## src/rtl/reset_seq_ctrl.sv

```systemverilog
// Staged reset sequencer: holds all domains in reset, then releases them one by one from bit 0 upward.
// Define RST_SEQ_CAUSE_LOG_EN to enable the last_cause / rst_count logging registers.
module reset_seq_ctrl #(
  parameter int unsigned NUM_STAGES  = 3,
  parameter int unsigned HOLD_CYCLES = 16,
  parameter int unsigned GAP_CYCLES  = 8
) (
  input  logic                  clk,
  input  logic                  rst,
  input  logic                  sw_rst_req,
  input  logic                  wdt_rst_req,
  input  logic                  ext_rst_req,
  output logic [NUM_STAGES-1:0] stage_rst_n,
  output logic                  seq_busy,
  output logic                  seq_done,
  output logic [2:0]            last_cause,
  output logic [7:0]            rst_count
);

  localparam int unsigned HW = $clog2(HOLD_CYCLES) + 1;
  localparam int unsigned GW = $clog2(GAP_CYCLES) + 1;
  localparam int unsigned IW = $clog2(NUM_STAGES) + 1;

  localparam logic [HW-1:0] HOLD_LAST = HW'(HOLD_CYCLES);
  localparam logic [GW-1:0] GAP_LAST  = GW'(GAP_CYCLES);
  localparam logic [IW-1:0] IDX_LAST  = IW'(NUM_STAGES - 1);

  typedef enum logic [1:0] {IDLE, HOLD, RELEASE, DONE} state_t;

  state_t                state, state_nx;
  logic [HW-1:0]         hold_cnt, hold_cnt_nx;
  logic [GW-1:0]         gap_cnt, gap_cnt_nx;
  logic [IW-1:0]         stage_idx, stage_idx_nx;
  logic [NUM_STAGES-1:0] stage_q, stage_nx;
  logic                  any_req;

  assign any_req = sw_rst_req | wdt_rst_req | ext_rst_req;

  always_ff @(posedge clk) begin
    if (rst) begin
      state     <= HOLD;
      hold_cnt  <= '0;
      gap_cnt   <= '0;
      stage_idx <= '0;
      stage_q   <= '0;
    end else begin
      state     <= state_nx;
      hold_cnt  <= hold_cnt_nx;
      gap_cnt   <= gap_cnt_nx;
      stage_idx <= stage_idx_nx;
      stage_q   <= stage_nx;
    end
  end

  // hold_cnt holds the number of hold cycles already spent including the current one;
  // reset leaves it at 0 so the first cycle after reset is not counted.
  always_comb begin
    state_nx     = state;
    hold_cnt_nx  = hold_cnt;
    gap_cnt_nx   = gap_cnt;
    stage_idx_nx = stage_idx;
    stage_nx     = stage_q;
    if (any_req) begin
      state_nx     = HOLD;
      hold_cnt_nx  = HW'(1);
      gap_cnt_nx   = '0;
      stage_idx_nx = '0;
      stage_nx     = '0;
    end else begin
      case (state)
        IDLE: ;
        HOLD: begin
          if (hold_cnt == HOLD_LAST) begin
            state_nx     = RELEASE;
            stage_nx     = NUM_STAGES'(1);
            stage_idx_nx = '0;
            gap_cnt_nx   = GW'(1);
          end else begin
            hold_cnt_nx = hold_cnt + HW'(1);
          end
        end
        RELEASE: begin
          if (stage_idx == IDX_LAST) begin
            state_nx = DONE;
          end else if (gap_cnt == GAP_LAST) begin
            stage_nx     = (stage_q << 1) | NUM_STAGES'(1);
            stage_idx_nx = stage_idx + IW'(1);
            gap_cnt_nx   = GW'(1);
          end else begin
            gap_cnt_nx = gap_cnt + GW'(1);
          end
        end
        DONE:    state_nx = IDLE;
        default: state_nx = IDLE;
      endcase
    end
  end

  assign stage_rst_n = stage_q;
  assign seq_busy    = (state == HOLD) || (state == RELEASE);
  assign seq_done    = (state == DONE);

`ifdef RST_SEQ_CAUSE_LOG_EN
  logic [2:0] cause_q;
  logic [7:0] count_q;

  always_ff @(posedge clk) begin
    if (rst) begin
      cause_q <= '0;
      count_q <= '0;
    end else begin
      if (any_req)
        cause_q <= {ext_rst_req, wdt_rst_req, sw_rst_req};
      if ((state == DONE) && (count_q != '1))
        count_q <= count_q + 8'd1;
    end
  end

  assign last_cause = cause_q;
  assign rst_count  = count_q;
`else
  assign last_cause = '0;
  assign rst_count  = '0;
`endif

endmodule
```

## config.mk

```make
export PLATFORM = sky130hd
export DESIGN_NAME = reset_seq_ctrl
export DESIGN_NICKNAME = d
export VERILOG_FILES = /design/src/rtl/reset_seq_ctrl.sv
export SDC_FILE = /design/constraint.sdc
export NUM_CORES = 1
export LEC_CHECK = 0
export BUFFER_PORTS_ARGS = -buffer_cell sky130_fd_sc_hd__buf_2
export CORE_MARGIN = 10
export CORE_UTILIZATION = 54
export DETAILED_ROUTE_END_ITERATION = 10
export PLACE_DENSITY = 0.85
export SLEW_MARGIN = 10
export SYNTH_ARGS = -nofsm -noshare
export SYNTH_HDL_FRONTEND = slang
export SYNTH_SLANG_ARGS = --single-unit
```

## constraint.sdc

```tcl
create_clock -name clk -period 1.8 [get_ports clk]
set_input_delay 0 -clock clk [delete_from_list [all_inputs] [get_ports clk]]
set_output_delay 0 -clock clk [all_outputs]
set_load 0.02 [all_outputs]
```

==> impl_metrics.tcl, run 1 <==
set metrics [dict create \
    overflow 0 \
    clockBufferDepth 2 \
    postCtsSetupRepairBufs 0 \
    synthTopCellsByArea "dfxtp_1, ha_1, buf_4" \
    ys_seq_elements 17 \
    r2r-start "hold_cnt[0]" \
    die_w_um 65.2 \
    cts.sinks 17 \
    cp-end-kind "flip-flop" \
    critical_path_arrival_ns 1.90 \
    setup_viol 0 \
    synthArstFlopShare 0 \
    timing.fmax_mhz 600 \
    die_h_um 65.2 \
    crit_path_top_delay_cell "dfxtp_1" \
    grt_max_degree 14 \
    worstHoldStart "wdt_rst_req" \
    tritoncts "built" \
    insertion_delay_ns 0.29 \
    design.core.area_um2 1940 \
    syn_inst 123 \
    fin_crit_sh 0.927 \
    power_w 0.000631 \
    cp.required_ns 2.03 \
    drv_slew 0 \
    antenna_found_initial 0 \
    cap_violations 0 \
    row_count 16 \
    antenna_cells 0 \
    ctsHtreeMaxLevel 1 \
    syn_area_um2 1100 \
    grt_pass1_wl_mm 3.34 \
    worstHoldPathCells 4 \
    cp_max_fo 6 \
    track_usage 0.0967 \
    avgSynthCellArea_um2 8.95 \
    ys_seq_area_frac 0.309 \
    post_dp_cell_area_um2 1120 \
    io_pins 21 \
    final.setup_skew_ns 0.00449 \
    numCtsBuffers 3 \
    portBuffers 9 \
    period_minus_slack_ns 1.67 \
    path_clk_slew_ns 0.10 \
    synth.top_cell.area_share 0.309 \
    crit_path_max_incr_delay_ns 0.34 \
    wl_per_cell_um 12.4 \
    dp_hpwl_mm 1.59 \
    vias 834 \
    place_ws_ns 0.0503 \
    postLayoutCellArea_um2 1180 \
    drt_iter0_markers 31 \
    routabilityCongestion 0.765 \
    cts_root_buf "clkbuf_4" \
    hold_viol 0 \
    crit_type "flip-flop to flip-flop" \
    leakagePower_nw 0.577 \
    synthFlopType "dfxtp_1" \
    worstHoldEndpoint "state[0]" \
    via_per_inst 5.09 \
    rrSetupSlack_ns 0.13 \
    routed_wl_mm 2.03 \
    drc 0 \
    initial_core_util 0.567 \
    layout_setup_ws_ns 0.132 \
    synth.distinct_cells 34 \
    syn2layout_area_growth_pct 7.39 \
    die-area_um2 4250 \
    drtPass1Iterations 4 \
    drive_gt1_frac 0.168 \
    antenna_left 0 \
    fin_tns_setup_ns 0 \
    outcome "finished, final reports clean" \
    crit_chain "inv_1, ha_1, nand4bb_2, a22oi_4, and2_1, mux2i_1" \
    hold_class "input port to flip-flop" \
    reg2reg_to "stage_rst_n[1]" \
    start_kind "flip-flop" \
    grt_pass1_vias 834 \
    reg2regPathDepth 6 \
    final_core_util 0.609 \
    synth-edff-count 0 \
    vdd.ir_drop.worst_uv 390 \
    synth_top_area_cell "dfxtp_1" \
    grt_setup_unrepaired "no" \
    synth-warning-count 0 \
    final_nets 154 \
    p_per_area_nw_per_um2 534 \
]
flip-flops by register name, indices dropped and copies added (netlist names):
signal and count:
stage_idx 3, gap_cnt 4, stage_rst_n 3, hold_cnt 5
state 2
through the flow:
| stage | instances | hold slack, ns |
|---|---|---|
| finish | 164 | 0.142 |
| CTS | 164 | 0.136 |
| floorplan | 133 | 0.0691 |
| global placement | 157 | 0.201 |
| global route | 164 | 0.160 |
| detailed placement | 157 | 0.202 |
cells in the final DEF (no fill, tap or decap), types with 4 or more instances in the layout:
cell,netlist,layout
nand4_1,4,4
a21oi_1,8,8
nand2_1,10,10
nand3_1,6,6
inv_1,9,9
ha_1,11,10
buf_2,1,9
conb_1,1,11
nor2_1,5,5
dfxtp_1,17,17
buf_4,13,5
cells in the mapped netlist, drive strengths merged (2+ instances only):
master,number
xor2,3
nor2,5
nor2b,3
mux2i,3
nand2,10
a221o,2
nand3,6
nand4,4
and2,2
inv,9
or3,2
nand3b,2
o22ai,2
buf,17
dfxtp,17
nand2b,3
a21oi,8
ha,11
nor3,2
timing repair:
| action | in CTS | in global routing |
|---|---|---|
| endpoints found under the setup margin | 0 | 6 |
| hold buffers | 3 | 0 |
| gates resized for setup | 0 | 2 |
| endpoints found under the hold margin | 1 | 0 |
cells by family (layout without fill, tap and decap cells):
family                   count (synthesis)  count (layout)  share of synthesized area
AND/OR/NAND/NOR                         41              41                      0.207
buffers and inverters                   26              30                      0.155
AO/OA/AOI/OAI                           20              20                      0.142
flip-flops                              17              17                      0.309
adder cells (fa/ha/maj)                 11              11                      0.125
XOR/XNOR                                 4               4                     0.0318
multiplexers                             3               3                     0.0273
other                                    1              11                    0.00341
area by class of cell:
type | instances | area [um2]
fill | 167 | 759
clock buffer | 4 | 26.3
tap | 27 | 33.8
timing repair buffer | 17 | 113
sequential | 17 | 340
inverter | 9 | 33.8
multi-input combinational | 90 | 636
power breakdown:
part / internal [W] / leakage (nW) / total (W) / switching [W]
clock: 0.0000864 / 0.0150 / 0.000206 / 0.000119
sequential: 0.000378 / 0.137 / 0.000379 / 0.00000151
combinational: 0.0000127 / 0.425 / 0.0000466 / 0.0000339
per-layer routing:
layer,global-route usage,vias up,share of wire
li1,-,428,-
met1,0.0895,387,0.39
met2,0.186,15,0.55
met3,0.0305,4,0.043
met4,0.0481,0,0.012
met5,0,-,0
critical path, delay by kind of cell (launching register included):
kind | cells | cell delay [ns]
flops | 1 | 0.34
fa+ha+maj | 1 | 0.17
buf+inv | 1 | 0.09
compound gates | 1 | 0.27
mux | 1 | 0.21
simple gates | 2 | 0.52
how the worst max path moves through the flow:
stage	start	to	depth (start not counted)	slack, ns
6_report	hold_cnt[0]	stage_rst_n[1]	6	0.13
5_1_grt	hold_cnt[0]	stage_rst_n[1]	6	0.02
4_1_cts	state[1]	stage_idx[2]	4	0.03
3_5_place_dp	state[0]	stage_idx[2]	5	0.05
3_3_place_gp	state[0]	stage_idx[2]	5	0.09
2_1_floorplan	state[0]	stage_idx[2]	6	0.25
(Power assumes the default switching activity.)
==> run 2: changes to the inputs <==
ABC_AREA = 1   (was not set)
==> run 2 against run 1 <==
Against the previous run: final cell count is 9.1% higher; flip-flop and latch count is the same; worst hold slack worse by 0.13 ns; highest routed layer unchanged; clock-buffer cell count is the same; power decreased by 0.18%; critical path type unchanged; sequential share of layout area up 0.65 points; routed wire length is essentially flat; clock power barely moved; combinational power shrank 11%; via count up 5.2%; non-clock buffer count decreased by 7.
==> impl_metrics.tcl, run 2 <==
set metrics [dict create \
    vdd.ir_drop.worst_uv 321 \
    slew_headroom 0.606 \
    numCtsBuffers 3 \
    ys_seq_elements 17 \
    dp_hpwl_mm 1.66 \
    antenna_cells 0 \
    layout_common_cells "nand2_1, dfxtp_1, nor2_1, inv_1, conb_1" \
    place_inst 174 \
    row_count 16 \
    cp_max_fo 11 \
    drtPass1Iterations 4 \
    regMostFlops "hold_cnt" \
    final.setup_skew_ns 0.00791 \
    syn_area_um2 1120 \
    clockBufferDepth 2 \
    setup_viol 0 \
    fillers 197 \
    syn_inst 142 \
    antenna_left 0 \
    reg_top3 "hold_cnt x5, gap_cnt x4" \
    layout_setup_ws_ns 0.198 \
    drv_slew 0 \
    synth_top_area_cell "dfxtp_1" \
    multi_input_area_um2 641 \
    synthArstFlopShare 0 \
    cts_root_buf "clkbuf_4" \
    drt_iter0_markers 34 \
    initial_core_util 0.571 \
    die_w_um 65.5 \
    reg2regPathDepth 8 \
    synth_common_cells "nand2_1, dfxtp_1, nor2_1" \
    use_met2 0.183 \
    timing.fmax_mhz 624 \
    overflow 0 \
    synth-warning-count 0 \
    portBuffers 9 \
    routabilityCongestion 0.741 \
    cts.sinks 17 \
    path_clk_slew_ns 0.10 \
    p_per_area_nw_per_um2 545 \
    worst_slew_pin_slew_ns 0.587 \
    final_nets 169 \
    via_per_inst 4.90 \
    synthFlopType "dfxtp_1" \
    period_minus_slack_ns 1.60 \
    tritoncts "built" \
    drive_gt1_frac 0.171 \
    die-area_um2 4300 \
    ys_seq_area_frac 0.304 \
    synth.top_cell.area_share 0.304 \
    fin_tns_setup_ns 0 \
    grt_max_degree 13 \
    insertion_delay_ns 0.30 \
    critical_path_arrival_ns 1.80 \
    worstHoldPathCells 3 \
    cap_violations 0 \
    finalNonFillerCells 179 \
    final_common_cell "nand2_1" \
    routed_wl_mm 2.03 \
    hold_class "input port to flip-flop" \
    largest_reg_flops 5 \
    synth.distinct_cells 27 \
    synthTopCellsByArea "dfxtp_1, ha_1, buf_4" \
    gr-usage-met1 0.108 \
    io_pins 21 \
    final_core_util 0.589 \
    avgSynthCellArea_um2 7.89 \
    globalRouteMet3Util 0.0390 \
    regArea_um2 340 \
    start_kind "flip-flop" \
    outcome "finished, final reports clean" \
    vias 877 \
    grt_pass1_wl_mm 3.71 \
    place_ws_ns 0.131 \
    synth-edff-count 0 \
    syn2layout_area_growth_pct 3.24 \
    hold_slack_ns 0.0108 \
    drc 0 \
    antenna_found_initial 0 \
    leakagePower_nw 0.490 \
    fin_crit_sh 0.890 \
    die_h_um 65.5 \
    synth_most_common_cell "nand2_1" \
    cp.required_ns 1.99 \
    grt_setup_unrepaired "no" \
    crit_type "flip-flop to flip-flop" \
    busiest_layer "met2" \
    cp-end-kind "flip-flop" \
    wl_per_cell_um 11.3 \
    ctsHtreeMaxLevel 1 \
    grt_pass1_vias 894 \
    track_usage 0.103 \
    design.core.area_um2 1960 \
    hold_viol 0 \
]
-- run 2: cell count changes after synthesis, moves of 3 or more --
cell and change:
nand2_1 +12, nor2_1 +11, inv_1 +6, nand2_2 +4, o21ai_0 +4, mux2i_1 -3, nand2b_1 -3, nor2b_1 -3
-- run 2: logic make-up after synthesis --
family                   share of synthesized area
AO/OA/AOI/OAI                               0.0916
AND/OR/NAND/NOR                              0.272
other                                      0.00335
adder cells (fa/ha/maj)                      0.123
buffers and inverters                        0.160
flip-flops                                   0.304
XOR/XNOR                                    0.0469
-- run 2: critical path: stages (launching register included) --
cell and delay (ns):
dfxtp_1 0.40, inv_1 0.10, ha_1 0.27, nand2_2 0.26, nand2_1 0.14, nor2_4 0.18, nand2_1 0.07, nand2_1 0.05
nor2_1 0.04
-- run 2: cell type report --
cell class / count / share of cell area
multi-input combinational: 105 / 0.554
sequential: 17 / 0.294
inverter: 16 / 0.0519
timing repair buffer: 10 / 0.0476
tap: 27 / 0.0292
clock buffer: 4 / 0.0227
-- run 2: per-stage QoR --
step	cell area, um2	total power (W)
final	1160	0.000630
after global routing	1160	0.000661
after CTS	1150	0.000633
after detailed placement	1120	0.000427
after global placement	1120	0.000426
after floorplan	1160	0.000437
-- run 2: path summary, 6_finish.rpt --
check	from	end	slack [ns]
worst max-delay path	state[1]	stage_rst_n[2]	0.20
worst min-delay path	ext_rst_req	state[0]	0.01
worst max register to register	state[1]	stage_rst_n[2]	0.20
worst min register to register	stage_rst_n[2]	stage_rst_n[2]	0.50
-- run 2: per-layer routing --
layer  wire [um]  up-vias
met3         152        2
met4          12        0
met5           0        -
met2        1030       20
li1            -      451
met1         834      404
-- run 2: timing repair --
| item | 4_1_cts | 5_1_grt |
|---|---|---|
| hold buffers | 1 | 0 |
| gates resized for setup | 0 | 1 |
| endpoints found under the hold margin | 1 | 0 |
| buffers inserted | 0 | 0 |
| setup endpoints to repair | 0 | 1 |
-- run 2: where the power goes --
| group | leakage [nW] | total [W] | internal [W] | switching [W] |
|---|---|---|---|---|
| Sequential | 0.137 | 0.000380 | 0.000378 | 0.00000250 |
| Clock | 0.0150 | 0.000209 | 0.0000863 | 0.000122 |
| Combinational | 0.338 | 0.0000413 | 0.00000920 | 0.0000321 |
